$ cat src/rtl/fetch_align_buffer.sv
// fetch_align_buffer
//   Realigns a stream of 32-bit fetch words into a stream of complete
//   RISC-V instructions. An instruction is either a 16-bit compressed one or
//   a 32-bit one, and a 32-bit instruction may start in one word and end in
//   the next. Buffered halfwords sit in a 4-entry FIFO (h0 oldest), and the
//   occupancy count is the only control state.
//
// Ports
//   clk, reset          clock; synchronous active-high reset
//   fetch_pc            word-aligned address of the next word requested
//   fetch_valid/ready   fetch word handshake; fetch_data halfword 0 = [15:0]
//   redirect            one-cycle flush to redirect_pc (halfword aligned)
//   inst_valid/ready    instruction handshake
//   inst_data           {16'b0,h0} if compressed, else {h1,h0}
//   inst_pc             address of the instruction on inst_data
//   inst_is_compressed  h0[1:0] != 2'b11
module fetch_align_buffer #(
  parameter logic [31:0] RESET_PC = 32'h0000_0000
) (
  input  logic        clk,
  input  logic        reset,
  output logic [31:0] fetch_pc,
  input  logic        fetch_valid,
  input  logic [31:0] fetch_data,
  output logic        fetch_ready,
  input  logic        redirect,
  input  logic [31:0] redirect_pc,
  output logic        inst_valid,
  input  logic        inst_ready,
  output logic [31:0] inst_data,
  output logic [31:0] inst_pc,
  output logic        inst_is_compressed
);

  // Halfword i of the FIFO lives at hbuf[16*i +: 16].
  logic [63:0] hbuf;
  logic [63:0] hbuf_next;
  logic [2:0]  count;
  logic [2:0]  count_next;
  // Set when a redirect/reset targets the upper half of a word: the low
  // halfword of the next accepted word lies before the target and is dropped.
  logic        drop_low;

  logic [15:0] h0;
  logic [15:0] h1;
  logic        h0_compressed;
  logic        accept;
  logic        pop;

  logic [2:0]  pop_n;
  logic [2:0]  app_n;
  logic [31:0] app_word;
  logic [2:0]  keep;
  logic [63:0] keep_mask;
  logic [63:0] shifted;
  logic [63:0] appended;

  assign h0            = hbuf[15:0];
  assign h1            = hbuf[31:16];
  assign h0_compressed = (h0[1:0] != 2'b11);

  assign fetch_ready        = (count <= 3'd2) && !redirect;
  assign inst_valid         = !redirect &&
                              (((count >= 3'd1) && h0_compressed) || (count >= 3'd2));
  assign inst_is_compressed = h0_compressed;
  assign inst_data          = h0_compressed ? {16'b0, h0} : {h1, h0};

  assign accept = fetch_valid && fetch_ready;
  assign pop    = inst_valid && inst_ready;

  // Pop from the head and append behind the surviving entries in one step.
  // Appends only happen with count <= 2, so the result never exceeds 4.
  always_comb begin
    pop_n    = '0;
    app_n    = '0;
    app_word = '0;
    if (pop) begin
      pop_n = h0_compressed ? 3'd1 : 3'd2;
    end
    if (accept) begin
      if (drop_low) begin
        app_n    = 3'd1;
        app_word = {16'b0, fetch_data[31:16]};
      end else begin
        app_n    = 3'd2;
        app_word = fetch_data;
      end
    end
    keep       = count - pop_n;
    keep_mask  = ~({64{1'b1}} << {keep, 4'b0000});
    shifted    = hbuf >> {pop_n, 4'b0000};
    appended   = {32'b0, app_word} << {keep, 4'b0000};
    hbuf_next  = (shifted & keep_mask) | (appended & ~keep_mask);
    count_next = keep + app_n;
  end

  always_ff @(posedge clk) begin
    if (reset) begin
      count    <= '0;
      hbuf     <= '0;
      inst_pc  <= RESET_PC;
      fetch_pc <= {RESET_PC[31:2], 2'b00};
      drop_low <= RESET_PC[1];
    end else if (redirect) begin
      count    <= '0;
      hbuf     <= '0;
      inst_pc  <= redirect_pc;
      fetch_pc <= {redirect_pc[31:2], 2'b00};
      drop_low <= redirect_pc[1];
    end else begin
      count <= count_next;
      hbuf  <= hbuf_next;
      if (accept) begin
        fetch_pc <= fetch_pc + 32'd4;
        drop_low <= 1'b0;
      end
      if (pop) begin
        inst_pc <= inst_pc + (h0_compressed ? 32'd2 : 32'd4);
      end
    end
  end

endmodule

$ cat config.mk
export PLATFORM = sky130hd
export DESIGN_NAME = fetch_align_buffer
export DESIGN_NICKNAME = d
export VERILOG_FILES = /design/src/rtl/fetch_align_buffer.sv
export SDC_FILE = /design/constraint.sdc
export NUM_CORES = 1
export LEC_CHECK = 0
export CORE_MARGIN = 2
export CORE_UTILIZATION = 50
export CTS_CLUSTER_DIAMETER = 120
export DETAILED_ROUTE_END_ITERATION = 8
export DONT_BUFFER_PORTS = 1
export GPL_TIMING_DRIVEN = 0
export PLACE_DENSITY = 0.68
export SLEW_MARGIN = 0
export SYNTH_ARGS = -nofsm -noshare
export SYNTH_HDL_FRONTEND = slang
export SYNTH_SLANG_ARGS = --single-unit
$ cat constraint.sdc
create_clock -name clk -period 5.9 [get_ports clk]
set_input_delay 0.59 -clock clk [delete_from_list [all_inputs] [get_ports clk]]
set_output_delay 0.59 -clock clk [all_outputs]
set_load 0.05 [all_outputs]
==> reports/results.tsv <==
metric	value	unit
cts_made_buffers	17	
die_w	129.9	um
worstMarginPinSlew	1.319	ns
clkTransAtPathRegs	0.06	ns
finalCritPeriodShare	83.80	%
fmax	202.3	MHz
syn_to_final_growth	11.79	%
rr_startpoint	count[1]$_SDFF_PP0_	
timing.max_cap.violations	0	
drt-initial-drc-count	1050	
cts_resized	0	
met3_usage	8.897	%
diodes	0	
grt_pass1_vias	7559	
drtPass1Iterations	7	
route.detailed.drc	0	
num_rows	46	
h-tree-depth	4	
busiest_layer	met2	
hold_violations	0	
cp-startpoint	count[1]$_SDFF_PP0_	
grt_max_degree	17	
ant_nets	0	
synthAdderAreaFrac	1.546	%
vias	8498	
fill_cells	1526	
post-route-min-period	4.944	ns
finalNetCount	1154	
yosys.area_share.simple	26.45	%
syn_avg_cell_area	7.501	sq um
grt_use_met2	48.85	%
cp_cell_sequence	or2_2 > o211ai_1 > clkbuf_1 > nor2_1 > ha_1 > fa_1 > xnor2_1 > nand2_1 > o21ai_1 > clkbuf_1 > o22ai_1	
path_max_fanout	10	
hold_path.class	input port to flop	
rsz0062_at_grt	false	
critPathMaxStageDelay	0.69	ns
ys_seq_area_share	32.82	%
report.final.setup_viol	0	
r2r_setup_slack	0.96	ns
final_util	56.41	%
dp_slack	0.8986	ns
syn_inst	1057	
syn_area	7929	sq um
p_leak	2.870	nW
fin_skew	0.009337	ns
drive_gt1_share	6.514	%
crit_arrival	5.22	ns
die-area	16880	sq um
synth_cell_type_count	68	
yosysWarnings	0	
fin_setup_tns	0	ns
post-cts-setup-buffer-count	0	
p_per_area	286.0	nW/um^2
finalPower	0.002535	W
cts_root_buf	clkbuf_16	
reg2reg_depth	11	
wirelength	28.57	mm
synth_xor_area_share	2.209	%
end_kind	flop	
yosys.area.top_type_share	32.82	%
status	completed	
crit_type	flop to flop	
synth_top_cell_by_area	dfxtp_1	
slew_headroom	11.94	%
num_io_pins	168	
fin_ws	0.9557	ns
grt_antenna_before_repair	0	
clock_latency	0.43	ns
cp_data_required_time	6.18	ns
met1_usage	48.55	%
grt_pass1_wl	43.24	mm
portBuffers	0	
core_area	15710	sq um
overflow	0	
place_congestion	0.9414	
synth_mux_area_share	2.777	%
worst_setup_path_start_kind	flop	
drt-wirelength-per-cell	21.87	um
viasPerCell	6.507	
cts.path.max_buffers	2	
cp_slowest_cell	o211ai_1	
cts_num_sinks	130	
initial_utilization	50.46	%
fp.dieH	129.9	um
cts_hold_buf	0	
final_max_slew_viol_count	0	
synth_top_family_by_area	compound AO/OA/AOI/OAI gates	
grt_use_total	33.83	%
synthArstFlopShare	0	%
ys.flop_type	dfxtp_1	
synthTopCellsByArea	dfxtp_1 (33%), nand2_1 (7.5%), a21oi_1 (6.8%)	
irDropWorstVdd	0.0002198	V
cts_tree	done	
dp_hpwl	21.64	mm
synth.ff_latch_count	130	
synth-edff-count	0	
synth_compound_area_share	27.62	%
cp_common_cell	clkbuf_1	
==> through the flow <==
step	std cells	hold slack (ns)	instance area (sq um)
after global placement	1274	0.5091	8203
after detailed placement	1274	0.5216	8203
after floorplan	1058	0.4871	7933
after global routing	1306	0.2977	8864
final	1306	0.2939	8864
after CTS	1306	0.2846	8864
==> metal layers <==
metal	up-vias	part of all wire, %
li1	3906	-
met2	512	42
met3	63	12
met5	-	0
met4	0	3.0
met1	4017	42
==> synth_stat cells, types with 16 or more instances <==
cell type,instances
and3_1,25
dfxtp_1,130
a2bb2oi_1,16
a211oi_1,45
nand3_1,47
a31oi_1,21
nand2_1,158
a21oi_1,107
o22ai_1,18
mux2i_1,22
clkbuf_1,73
nor2_1,79
nor2b_1,20
o211ai_1,27
o21ai_0,23
a22oi_1,22
nand4_1,16
inv_1,17
buf_4,18
==> critical path: cells and delay by family, from the launching register on <==
kind	cells	cell delay [ns]
simple gates	3	0.75
fa+ha+maj	2	0.60
buf+inv	2	1.13
xor+xnor	1	0.46
compound gates	3	1.50
flops	1	0.34
==> cells in the final DEF, fill, tap and decap left out, drive strengths merged, types with 6 or more instances in the layout <==
| cell | n |
|---|---|
| and2 | 6 |
| inv | 19 |
| nand2 | 159 |
| o21ai | 26 |
| nand3 | 47 |
| buf | 25 |
| dfxtp | 130 |
| or4 | 9 |
| clkbuf | 92 |
| or3 | 9 |
| a22oi | 22 |
| clkinv | 6 |
| o22ai | 18 |
| a2bb2oi | 16 |
| o32ai | 6 |
| o211ai | 27 |
| a21oi | 107 |
| a211oi | 46 |
| o21a | 12 |
| nor2b | 20 |
| nand4 | 17 |
| a31oi | 21 |
| mux2i | 22 |
| nor2 | 79 |
| xnor2 | 15 |
| nand2b | 9 |
| nor4 | 17 |
| and3 | 25 |
| nor3 | 11 |
==> worst min-delay path by stage <==
stage                         from                        to  slack [ns]  cells past startpoint
2_1_floorplan  hbuf[62]$_SDFF_PP0_       hbuf[62]$_SDFF_PP0_        0.49                      2
3_3_place_gp   hbuf[62]$_SDFF_PP0_       hbuf[62]$_SDFF_PP0_        0.51                      2
3_5_place_dp   hbuf[62]$_SDFF_PP0_       hbuf[62]$_SDFF_PP0_        0.52                      2
4_1_cts            redirect_pc[29]  inst_pc[29]$_SDFFE_PP0N_        0.28                      1
5_1_grt            redirect_pc[29]  inst_pc[29]$_SDFFE_PP0N_        0.30                      1
6_report           redirect_pc[29]  inst_pc[29]$_SDFFE_PP0N_        0.29                      1
==> cells by family (layout without fill, tap and decap cells) <==
kind of cell	count (synthesis)	in the layout
AO/OA/AOI/OAI	333	333
XOR/XNOR	20	20
adder cells (fa/ha/maj)	8	8
buffers and inverters	119	151
flip-flops	130	130
multiplexers	22	22
other	1	2
AND/OR/NAND/NOR	424	424
==> power breakdown <==
group	switching [W]	internal [W]	leakage (nW)
Sequential	0.000144	0.000914	1.06
Clock	0.000424	0.000771	0.311
Combinational	0.000190	0.0000914	1.50
==> cell type report <==
cell class	instances	area (sq um)	share of cell area, %
buffer	98	439.2	4.955
sequential	130	2603	29.36
tap	216	270.3	3.049
clock buffer	19	452.9	5.110
clock inverter	13	207.7	2.343
multi-input combinational	809	4812	54.29
inverter	21	78.83	0.8893
(Power assumes the default switching activity.)
